$ cat src/rtl/matmul_pkg.sv
// Types and width helpers shared across the scalar-product datapath.
package matmul_pkg;

    typedef enum logic {
        FILL = 1'b0,
        FULL = 1'b1
    } state_t;

    function automatic int prod_width(input int nbits);
        return 2 * nbits;
    endfunction

    function automatic int sum_width(input int nbits, input int ndata);
        return 2 * nbits + $clog2(ndata);
    endfunction

endpackage

$ cat src/rtl/product_packer.sv
// Packs Ndata serial products into one wide vector behind a valid/ready handshake.
// Optional running element sum on out_sum when PRODUCT_PACKER_SUM_EN is defined.
module product_packer
    import matmul_pkg::*;
#(
    parameter int Nbits = 4,
    parameter int Ndata = 8
) (
    input  logic                          clk,
    input  logic                          reset,
    input  logic                          in_valid,
    output logic                          in_ready,
    input  logic [prod_width(Nbits)-1:0]  in_data,
    output logic                          out_valid,
    input  logic                          out_ready,
    output logic [Ndata*prod_width(Nbits)-1:0] out_data
`ifdef PRODUCT_PACKER_SUM_EN
    ,
    output logic [sum_width(Nbits, Ndata)-1:0] out_sum
`endif
);

    localparam int PW = prod_width(Nbits);
    localparam int VW = Ndata * PW;
    localparam int CW = $clog2(Ndata);
    localparam logic [CW-1:0] CNT_LAST = CW'(Ndata - 1);

    state_t          state_reg;
    logic [CW-1:0]   cnt_reg;
    logic [VW-1:0]   data_reg;
    logic            out_valid_reg;
    logic            accept;
    logic            release_ev;
    logic [VW-1:0]   data_next;

    // Only in_ready is combinational, and only while a vector waits for release.
    assign in_ready   = (state_reg == FILL) ? 1'b1 : out_ready;
    assign accept     = in_valid && in_ready;
    assign release_ev = out_valid_reg && out_ready;
    assign data_next  = {in_data, data_reg[VW-1:PW]};

    assign out_valid = out_valid_reg;
    assign out_data  = data_reg;

    always_ff @(posedge clk) begin
        if (reset) begin
            state_reg     <= FILL;
            cnt_reg       <= '0;
            data_reg      <= '0;
            out_valid_reg <= 1'b0;
        end else begin
            case (state_reg)
                FILL: begin
                    if (accept) begin
                        data_reg <= data_next;
                        if (cnt_reg == CNT_LAST) begin
                            cnt_reg       <= '0;
                            state_reg     <= FULL;
                            out_valid_reg <= 1'b1;
                        end else begin
                            cnt_reg <= cnt_reg + CW'(1);
                        end
                    end
                end
                FULL: begin
                    // An element arriving in the release cycle opens the next vector.
                    if (release_ev) begin
                        state_reg     <= FILL;
                        out_valid_reg <= 1'b0;
                        if (accept) begin
                            data_reg <= data_next;
                            cnt_reg  <= CW'(1);
                        end else begin
                            cnt_reg  <= '0;
                        end
                    end
                end
                default: state_reg <= FILL;
            endcase
        end
    end

`ifdef PRODUCT_PACKER_SUM_EN
    localparam int SW = sum_width(Nbits, Ndata);
    logic [SW-1:0] sum_reg;
    logic          first_elem;

    // Element 0 of a vector is either a FILL accept at cnt 0 or the release-cycle accept.
    assign first_elem = (state_reg == FULL) || (cnt_reg == '0);
    assign out_sum    = sum_reg;

    always_ff @(posedge clk) begin
        if (reset) begin
            sum_reg <= '0;
        end else if (accept) begin
            sum_reg <= first_elem ? SW'(in_data) : sum_reg + SW'(in_data);
        end
    end
`endif

endmodule

$ cat config.mk
export PLATFORM = sky130hd
export DESIGN_NAME = product_packer
export DESIGN_NICKNAME = d
export VERILOG_FILES = /design/src/rtl/matmul_pkg.sv /design/src/rtl/product_packer.sv
export SDC_FILE = /design/constraint.sdc
export NUM_CORES = 1
export LEC_CHECK = 0
export CAP_MARGIN = 20
export CORE_MARGIN = 3
export CORE_UTILIZATION = 40
export DETAILED_ROUTE_END_ITERATION = 7
export PLACE_DENSITY = 0.68
export SYNTH_ARGS = -nofsm -noshare
export SYNTH_HDL_FRONTEND = slang
export SYNTH_SLANG_ARGS = --single-unit
$ cat constraint.sdc
create_clock -name clk -period 1.6 [get_ports clk]
set_clock_uncertainty 0.2 [all_clocks]
set_input_delay 0.48 -clock clk [delete_from_list [all_inputs] [get_ports clk]]
set_output_delay 0.48 -clock clk [all_outputs]
set_load 0.05 [all_outputs]
# Word level (Yosys, flattened, before mapping)
# Index checks and enable logic that the tools add are counted.
# word_totals
reg_bits	69
input_bits	12
out_inout_bits	66
word_cells	31
# op_classes
n_addsub	1
n_eq_ne	4
muxes	17
n_bitwise	1
n_reduce_logical	4
# ops
cell	count
64-bit two-way mux	2
64-bit one-hot mux with 2 select lines	1
3-bit two-way mux	3
1-bit two-way mux	8
3-bit one-hot mux with 2 select lines	1
2-bit by 1-bit inequality test with 1-bit output (second input constant)	2
1-bit one-hot mux with 2 select lines	2
3-bit by 1-bit adder with 3-bit output (second input constant)	1
3-bit == test (second input constant)	1
3-bit AND reduction	1
1-bit logical AND	2
2-bit inequality test (second input constant)	1
2-bit AND reduction	1
1-bit inverter	1

# Depth between registers and ports, before layout
# Gate-level depths: netlist (run 1).
# logic_depth
word_depth	5
depth_mapped	5
mapped_depth_nobuf	5

# Worst setup path after synthesis (run 1)
# OpenSTA, ideal clock, no wires.
# synth_timing
path_type	reg-to-reg
startpoint	register out_valid_reg (netlist: out_valid)
endpoint	register data_reg[10] (netlist: out_data[10])
setup_ns	0.121
arrival_time_ns	1.348
t_required_ns	1.279
slack_ns	-0.069
stages_incl_launch_ff	6
path_buffers	2
period_less_slack_ns	1.669
cell_sequence	dfxtp_1 > a21boi_4 > nand2b_4 > buf_12 > buf_12 > mux2i_1
# synth_via
elab_chain_cells	2
# synth_lines
element	line_no	rtl
from (decl)	product_packer.sv:31	logic out_valid_reg;
from (signal assigned)	product_packer.sv:50	out_valid_reg <= 1'b0;
from (signal assigned)	product_packer.sv:59	out_valid_reg <= 1'b1;
from (signal assigned)	product_packer.sv:69	out_valid_reg <= 1'b0;
1-bit logical AND	product_packer.sv:39	assign release_ev = out_valid_reg && out_ready;
2-bit by 1-bit inequality test with 1-bit output (no source line)	-	
to (signal assigned)	product_packer.sv:55	data_reg <= data_next;
to (signal assigned)	product_packer.sv:71	data_reg <= data_next;
to (decl)	product_packer.sv:30	logic [VW-1:0] data_reg;
# No other way between the ends.
# A chain may end at the register's enable or synchronous reset.

# Worst setup path after layout (run 1)
# layout_timing
startpoint	register state_reg
endpoint	output port in_ready
# layout_via
elab_chain_cells	1
# layout_lines
element	line_no	rtl
from (decl)	product_packer.sv:28	state_t state_reg;
from (signal assigned)	product_packer.sv:47	state_reg <= FILL;
from (signal assigned)	product_packer.sv:58	state_reg <= FULL;
from (signal assigned)	product_packer.sv:68	state_reg <= FILL;
1-bit two-way mux	product_packer.sv:37	assign in_ready = (state_reg == FILL) ? 1'b1 : out_ready;
to (decl)	product_packer.sv:12	output logic in_ready,
# No other way between the ends.

==> results.yml, run 1 <==
run_status:
  status: "complete, but fails checks"
  violations: "negative setup slack"
worst_setup_path:
  rrSetupSlack_ns: 0.01
  startpoint: "state_reg"
  cp_top_family: "flip-flops"
  startpoint_type: "flop"
  crit_chain: "or2b_1, buf_12"
  max_stage_delay_ns: 0.34
  setup.worst_path.end_class: "primary output"
  crit_buf_inv: 1
  cp_slowest_cell: "dfxtp_4"
  crit_type: "flop to primary output"
  path_max_fanout: 2
  required_ns: 0.92
  crit_path_end: "in_ready"
  rr_worst_depth: 6
  arrival_ns: 1.08
  r2r-start: "state_reg"
  worst-path-stages: 2
  timing.rr.end: "out_data[60]"
cts:
  h-tree-depth: 3
  cts_buffer_depth: 2
  cts.sinks: 69
  worstSkewPairLatency_ns: 0.33
  cts_root_buf: "clkbuf_8"
  cts_made_buffers: 9
  clkTransAtPathRegs_ns: 0.06
  cts_tree: "done"
  hold_buffers: 0
logic_synthesis:
  synth_edf_count: 0
  yosys-top-cells-area: "dfxtp_1, mux2i_1, nand2b_1, buf_12, buf_8"
  postSynthAreaPerCell_um2: 11.47
  yosysMostFrequentCell: "nand2b_1"
  synthTopCellsByCount: "nand2b_1, dfxtp_1, mux2i_1"
  ys_ff_latch: 69
  ys_warn_count: 0
  seq_area_frac_synth_pct: 49.18
  synthArstFlopShare_pct: 0
  synth_top_cell_area_share_pct: 49.18
  synth_area_leader_cell: "dfxtp_1"
  synthDistinctLibCells: 20
  syn_area_mm2: 0.002809
  synthCells: 245
  synth_nets: 259
  synth_flop_cell: "dfxtp_1"
layout:
  largest_reg_flops: 64
  fin_cells: 428
  diodes: 0
  final_core_util_pct: 69.71
  nNetsFinal: 346
  drive_gt1_share_pct: 33.13
  synthToLayoutAreaGrowth_pct: 62.98
  fill_cells: 480
die:
  fp.dieW_um: 89.80
  ios: 78
  core_mm2: 0.006568
  num_rows: 29
  start_util_pct: 42.77
  die_y_um: 89.80
  die-area_mm2: 0.008064
power:
  powerDensity_mw_per_mm2: 748.2
  peakVddDrop_mv: 0.4058
  p_leak_uw: 0.001892
  power.total_uw: 3426
sta:
  slew_viol_final: 0
  fmax_mhz: 568.1
  finalSetupViolCount: 1
  setup_slack_ns: -0.1603
  fin_crit_ns: 1.760
  tightest_slew_ns: 0.1941
  tns_ns: -0.1603
  maxSlewHeadroom_pct: 87.03
  finalCritPeriodShare_pct: 110.0
  hold_violations: 0
  grt_setup_unrepaired: "yes"
placed_design:
  place_ws_ns: -0.5194
  gp_congestion: 0.7226
  port-buffer-count: 77
  dp_hpwl_um: 4003
  dp_cells: 410
min_path:
  hold_class: "flop to flop"
detailed_routing:
  drtIter0Drc: 46
  drt_wl_total_um: 5731
  drc: 0
  vias: 1965
  viasPerCell: 4.591
  wire_per_inst_um: 13.39
  ant_nets: 0
  first_pass_iters: 4
grt:
  grt_pass1_vias: 1825
  antenna_found_initial: 0
  grt_pass1_wl_um: 9190
  grt_max_degree: 53
  track_usage_pct: 14.19
  gr-total-overflow: 0
run:
  drv_cap: 0
worst register-to-register path, stage by stage (launching register included):
cell and delay (ns):
dfxtp_4 0.34, buf_4 0.14, a21boi_4 0.15, buf_12 0.13, nor2b_4 0.19, buf_12 0.18, mux2i_1 0.19
how the worst min path moves through the flow:
stage | cells after the start | slack, ns | start | end
2_1_floorplan | 2 | 0.25 | cnt_reg[1] | cnt_reg[1]
3_3_place_gp | 2 | 0.26 | cnt_reg[1] | cnt_reg[1]
3_5_place_dp | 2 | 0.28 | cnt_reg[1] | cnt_reg[1]
4_1_cts | 4 | 0.31 | out_ready | out_valid
5_1_grt | 2 | 0.32 | cnt_reg[1] | cnt_reg[1]
6_report | 2 | 0.30 | cnt_reg[1] | cnt_reg[1]
cells in the final DEF (no fill, tap or decap), types with 2 or more instances in the layout:
| cell type | instances |
|---|---|
| nand2_1 | 3 |
| buf_12 | 71 |
| clkbuf_16 | 2 |
| buf_2 | 2 |
| dfxtp_1 | 59 |
| ha_1 | 2 |
| nand2b_1 | 72 |
| clkinv_2 | 2 |
| mux2i_1 | 64 |
| dfxtp_2 | 9 |
| o21ai_0 | 4 |
| buf_6 | 2 |
| a21oi_1 | 4 |
| nor2_1 | 3 |
| clkbuf_8 | 11 |
| clkdlybuf4s50_1 | 9 |
| buf_4 | 6 |
repair_timing:
| action | 4_1_cts | 5_1_grt |
|---|---|---|
| gates cloned | 0 | 3 |
| buffers inserted | 1 | 0 |
| pin swaps | 0 | 0 |
| endpoints found under the setup margin | 65 | 36 |
| resized for setup | 6 | 9 |
final cells by class:
type,count,area [um^2],area share [%]
repair buffers,92,1639,35.80
flip-flops and latches,69,1396,30.50
clock buffers,12,155.1,3.389
well taps,93,116.4,2.542
clock inverters,2,10.01,0.2186
multi-input cells,160,1261,27.55
routing by layer:
layer | vias up | part of all wire (%) | routed length, um | track usage [%]
met4 | 0 | 1.8 | 106 | 6.513
li1 | 1001 | - | - | -
met1 | 899 | 46 | 2660 | 18.77
met2 | 58 | 45 | 2594 | 20.18
met3 | 7 | 6.5 | 371 | 5.760
met5 | - | 0 | 0 | 0
where the power goes:
group	switching, uW	internal [uW]
registers	30.2	1750
logic	199	231
clock network	593	625
per-stage QoR:
step / hold slack, ns / cell area [um^2]
after detailed placement: 0.2824 / 4332
after floorplan: 0.2532 / 2810
after global routing: 0.3216 / 4578
final: 0.2994 / 4578
after CTS: 0.3060 / 4503
after global placement: 0.2624 / 4332
cell families after synthesis:
group | Yosys count | synth area share, %
flip-flops | 69 | 49.18
adder cells (fa/ha/maj) | 2 | 0.8907
buffers and inverters | 16 | 6.103
multiplexers | 64 | 22.81
AND/OR/NAND/NOR | 84 | 18.66
AO/OA/AOI/OAI | 10 | 2.361
Note: power is estimated with default switching activity, not from simulation.
==> run 2, diff against run 1 <==
--- a/config.mk
+++ b/config.mk
@@ -9,6 +9,7 @@
 export CORE_MARGIN = 3
 export CORE_UTILIZATION = 40
 export DETAILED_ROUTE_END_ITERATION = 7
+export GPL_TIMING_DRIVEN = 0
 export PLACE_DENSITY = 0.68
 export SYNTH_ARGS = -nofsm -noshare
 export SYNTH_HDL_FRONTEND = slang
==> run 2 against run 1 <==
- the run still ends with negative setup slack left
- non-clock buffer count is 6 higher
- core utilization is 8.2 points lower
- via count is 0.66% higher
- sequential share of layout area is 4.1 points higher
- routed wire length is 7.1% higher
- critical path depth stayed put
- clock-buffer cell count is 2 lower
- worst hold slack worse by 0.023 ns
- sequential power hardly changed
- largest cell class is now flip-flops and latches
==> results.yml, run 2 (same netlist as run 1, synthesis figures left out) <==
run_status:
  status: "complete, but fails checks"
  violations: "negative setup slack"
run:
  drv_cap: 0
detailed_routing:
  drc: 0
  first_pass_iters: 4
  drt_wl_total_um: 6137
  drtIter0Drc: 25
  wire_per_inst_um: 14.08
  viasPerCell: 4.537
  vias: 1978
  ant_nets: 0
layout:
  fill_cells: 570
  final_area_mm2: 0.004036
  fin_cells: 436
  final_core_util_pct: 61.46
  synthToLayoutAreaGrowth_pct: 43.70
  layout_commonest_cell: "nand2b_1"
  nNetsFinal: 352
  diodes: 0
  layout_common_cells: "nand2b_1, mux2i_1, dfxtp_1"
  drive_gt1_share_pct: 32.36
  largest_reg_flops: 64
sta:
  maxSlewHeadroom_pct: 62.62
  fmax_mhz: 572.6
  finalCritPeriodShare_pct: 109.2
  slew_viol_final: 0
  hold_violations: 0
  tightest_slew_ns: 0.5607
  fin_crit_ns: 1.746
  finalSetupViolCount: 4
  tns_ns: -0.1733
  grt_setup_unrepaired: "yes"
  setup_slack_ns: -0.1464
die:
  core_mm2: 0.006568
  start_util_pct: 42.77
  num_rows: 29
  die-area_mm2: 0.008064
  ios: 78
  die_y_um: 89.80
  fp.dieW_um: 89.80
grt:
  grt_pass1_vias: 1935
  grt_pass1_wl_um: 9577
  grt_max_degree: 13
  gr-total-overflow: 0
  track_usage_pct: 15.14
  antenna_found_initial: 0
placed_design:
  place_area_mm2: 0.003687
  port-buffer-count: 76
  gp_congestion: 0.6991
  dp_hpwl_um: 4285
  dp_cells: 414
worst_setup_path:
  max_stage_delay_ns: 0.34
  startpoint_type: "flop"
  rrSetupSlack_ns: -0.02
  required_ns: 0.92
  arrival_ns: 1.07
  crit_type: "flop to primary output"
  crit_chain: "or2b_1, buf_6"
  path_max_fanout: 2
  cp_slowest_cell: "dfxtp_4"
  setup.worst_path.end_class: "primary output"
cts:
  worstSkewPairLatency_ns: 0.35
  clkTransAtPathRegs_ns: 0.07
  cts_root_buf: "clkbuf_8"
  h-tree-depth: 3
  cts_tree: "done"
  cts.sinks: 69
  cts_buffer_depth: 2
  cts_made_buffers: 9
min_path:
  hold_class: "flop to flop"
power:
  p_leak_uw: 0.001770
  power.total_uw: 3590
  powerDensity_mw_per_mm2: 889.5
  peakVddDrop_mv: 0.4246
run 2: changes by cell type in the layout (fill, tap and decap cells not counted), moves of 2 or more:
cell        change
buf_12         -64
buf_4          +15
dfxtp_2         -2
buf_6          +45
clkbuf_1        +7
clkbuf_16       +2
clkinvlp_4      +3
run 2: final timing paths:
path,startpoint,endpoint,cells past startpoint
setup / recovery,state_reg,in_ready,2
setup reg to reg,state_reg,out_data[22],6
hold / removal,out_data[4],out_data[4],2
hold reg to reg,out_data[4],out_data[4],2
run 2: routing by layer:
layer	up-vias	track usage, %	share of wire, %
met5	-	0	0
met1	890	18.97	47
met4	0	6.897	1.5
met3	7	5.927	6.6
met2	61	22.99	45
li1	1020	-	-
run 2: metrics by stage:
| stage | worst slack [ns] | hold WS [ns] |
|---|---|---|
| finish | -0.1464 | 0.2761 |
| global route | -0.1960 | 0.3016 |
| CTS | -0.1733 | 0.2827 |
| detailed placement | -1.033 | 0.2668 |
| global placement | -1.039 | 0.2615 |
| floorplan | 0.04726 | 0.2532 |
run 2: final cells by class:
class / instances / area (um^2) / share of cell area [%]
plain buffers: 16 / 181.4 / 4.495
clock buffers: 10 / 137.6 / 3.410
clock inverters: 6 / 62.56 / 1.550
multi-input cells: 160 / 1256 / 31.12
flip-flops and latches: 69 / 1398 / 34.62
well taps: 93 / 116.4 / 2.883
repair buffers: 82 / 884.6 / 21.92
run 2: worst max-delay path: cells and delay by family, from the launching register on:
kind	cells	cell delay (ns)
buffers and inverters	1	0.15
and+or+nand+nor	1	0.23
DFF	1	0.34
run 2: timing repair:
action,4_1_cts,5_1_grt
setup buffers,2,0
hold buffers,0,0
gates cloned,0,4
endpoints found under the setup margin,126,86
pin swaps,0,0
gates resized for setup,414,47
run 2: where the power goes:
group	internal, uW	total, uW	leakage, uW	switching [uW]
combinational	202	412	0.00111	210
clock	755	1410	0.0000943	658
sequential	1740	1760	0.000563	21.1
total	2700	3590	0.00177	889
==> run 3, diff against run 2 <==
--- a/config.mk
+++ b/config.mk
@@ -5,12 +5,14 @@
 export SDC_FILE = /design/constraint.sdc
 export NUM_CORES = 1
 export LEC_CHECK = 0
+export ABC_AREA = 1
 export CAP_MARGIN = 20
 export CORE_MARGIN = 3
 export CORE_UTILIZATION = 40
+export CTS_CLUSTER_SIZE = 14
 export DETAILED_ROUTE_END_ITERATION = 7
 export GPL_TIMING_DRIVEN = 0
-export PLACE_DENSITY = 0.68
+export PLACE_DENSITY = 0.69
 export SYNTH_ARGS = -nofsm -noshare
 export SYNTH_HDL_FRONTEND = slang
 export SYNTH_SLANG_ARGS = --single-unit
==> run 3 against run 2 <==
- the flow still finishes with violations (negative setup slack)
- fmax decreased by 1.1%
- sequential power increased by 11%
- core utilization increased by 1.9 points
- die area decreased by 10%
- setup slack got worse by 0.019 ns
- largest power group unchanged
- first-iteration DRC count increased to 4.2 times the previous value
- design area decreased by 6.0%
- flip-flop and latch count unchanged
- sequential share of layout area increased by 3.5 points
- total power increased by 20%
==> results.yml, run 3 <==
worst_setup_path:
  max_stage_delay_ns: 0.34
  arrival_ns: 1.08
  path_max_fanout: 2
  crit_type: "flop to primary output"
  required_ns: 0.92
  rrSetupSlack_ns: 0.04
  crit_chain: "inv_2, or2_4, buf_8"
  setup.worst_path.end_class: "primary output"
  startpoint_type: "flop"
  cp_slowest_cell: "dfxtp_2"
detailed_routing:
  drc: 0
  viasPerCell: 4.682
  wire_per_inst_um: 12.79
  drt_wl_total_um: 6204
  ant_nets: 0
  vias: 2271
  drtIter0Drc: 105
  first_pass_iters: 4
logic_synthesis:
  synth_flop_cell: "dfxtp_1"
  postSynthAreaPerCell_um2: 8.007
  ys_warn_count: 0
  synthArstFlopShare_pct: 0
  synth_nets: 327
  syn_area_mm2: 0.002506
  synthCells: 313
  synth_area_leader_cell: "dfxtp_1"
  yosysMostFrequentCell: "nor2_1"
  ys_ff_latch: 69
  yosys-top-cells-area: "dfxtp_1, nor2_1, o21ai_1, buf_6, buf_4"
  synth_top_cell_area_share_pct: 55.12
  seq_area_frac_synth_pct: 55.12
  synth_edf_count: 0
  synthDistinctLibCells: 19
  synthTopCellsByCount: "nor2_1, dfxtp_1, o21ai_1"
layout:
  seqCellArea_mm2: 0.001446
  largest_reg_flops: 64
  final_area_mm2: 0.003794
  synthToLayoutAreaGrowth_pct: 51.37
  layout_commonest_cell: "nor2_1"
  multi_input_area_um2: 959.7
  layout_common_cells: "nor2_1, buf_6, o21ai_1"
  nNetsFinal: 419
  diodes: 0
  drive_gt1_share_pct: 40.73
  fill_cells: 533
placed_design:
  port-buffer-count: 77
  place_area_mm2: 0.003372
  dp_hpwl_um: 4352
  place_ws_ns: -0.9953
  gp_congestion: 0.7608
sta:
  whs_ns: 0.2364
  finalSetupViolCount: 1
  fin_crit_ns: 1.765
  tightest_slew_ns: 0.3777
  maxSlewHeadroom_pct: 74.82
  slew_viol_final: 0
  setup_slack_ns: -0.1650
  grt_setup_unrepaired: "yes"
  hold_violations: 0
  fmax_mhz: 566.6
  finalCritPeriodShare_pct: 110.3
  tns_ns: -0.1650
grt:
  gr-total-overflow: 0
  antenna_found_initial: 0
  grt_pass1_vias: 2163
  grt_pass1_wl_um: 10310
  grt_max_degree: 13
  track_usage_pct: 17.83
die:
  die_y_um: 85.16
  core_mm2: 0.005991
  num_rows: 28
  die-area_mm2: 0.007251
  start_util_pct: 41.83
  fp.dieW_um: 85.16
  ios: 78
power:
  powerDensity_mw_per_mm2: 1134
  p_leak_uw: 0.001722
  peakVddDrop_mv: 0.6526
cts:
  cts_made_buffers: 9
  hold_buffers: 0
  cts_root_buf: "clkbuf_8"
  clkTransAtPathRegs_ns: 0.07
  worstSkewPairLatency_ns: 0.33
  cts_buffer_depth: 2
  h-tree-depth: 3
  cts.sinks: 69
  cts_tree: "done"
min_path:
  hold_class: "input port to flop"
run:
  drv_cap: 0
run_status:
  status: "complete, but fails checks"
  violations: "negative setup slack"
[run 3: cell count changes in the layout (fill, tap and decap cells not counted), moves of 7 or more]
| cell | previous run | this run |
|---|---|---|
| dfxtp_2 | 7 | 52 |
| clkbuf_1 | 8 | 0 |
| nor2_1 | 3 | 130 |
| o21ai_1 | 0 | 57 |
| mux2i_1 | 64 | 0 |
| nand2b_1 | 72 | 0 |
| buf_4 | 21 | 13 |
| buf_6 | 47 | 67 |
| buf_12 | 7 | 0 |
| dfxtp_1 | 60 | 17 |
[run 3: what timing repair did]
item	in CTS	in global routing
setup buffers	2	1
setup endpoints to repair	126	106
cloned	0	1
pin swaps	0	0
gates resized for setup	466	62
[run 3: cell families (layout without fill, tap and decap cells)]
| kind of cell | after synthesis | count (layout) | share of synthesized area, % |
|---|---|---|---|
| flops | 69 | 69 | 55.12 |
| fa+ha+maj | 2 | 2 | 0.9983 |
| buf+inv | 26 | 123 | 7.239 |
| compound gates | 69 | 69 | 14.08 |
| simple gates | 147 | 147 | 22.57 |
[run 3: worst max-delay path, delay by kind of cell (launching register included)]
family	cells	cell delay, ns
simple gates	1	0.23
buf+inv	2	0.19
flops	1	0.34
[run 3: stage by stage]
step	total power, uW	util, %	std cells
6_report	4303	63.32	485
4_1_cts	4299	60.61	483
2_1_floorplan	2515	-	313
5_1_grt	4489	63.32	485
3_5_place_dp	2813	56.29	465
3_3_place_gp	2804	56.29	465
[run 3: final timing paths]
path	endpoint	depth (start not counted)	startpoint
min	out_valid	2	reset
max	in_ready	3	state_reg
min reg2reg	cnt_reg[1]	2	cnt_reg[1]
max reg2reg	out_data[51]	8	state_reg
[run 3: area by class of cell]
class	instances	area share, %
Inverter	6	0.6596
Clock inverter	5	1.517
Buffer	20	4.485
Multi-Input combinational cell	218	25.30
Tap cell	75	2.474
Sequential cell	69	38.13
Clock buffer	11	3.991
Timing Repair Buffer	81	23.45
[run 3: metal layers]
metal / GRT usage, % / vias to the layer above / routed length (um) / part of all wire (%)
met5: 0 / - / 0 / 0
li1: - / 1191 / - / -
met3: 8.447 / 4 / 544 / 8.8
met2: 28.81 / 72 / 2919 / 47
met1: 21.58 / 1004 / 2709 / 44
met4: 4.173 / 0 / 31 / 0.50
[run 3: report_power, final]
part	total (uW)	internal (uW)	switching, uW
Clock	1460	808	652
Combinational	897	329	568
Sequential	1950	1840	104
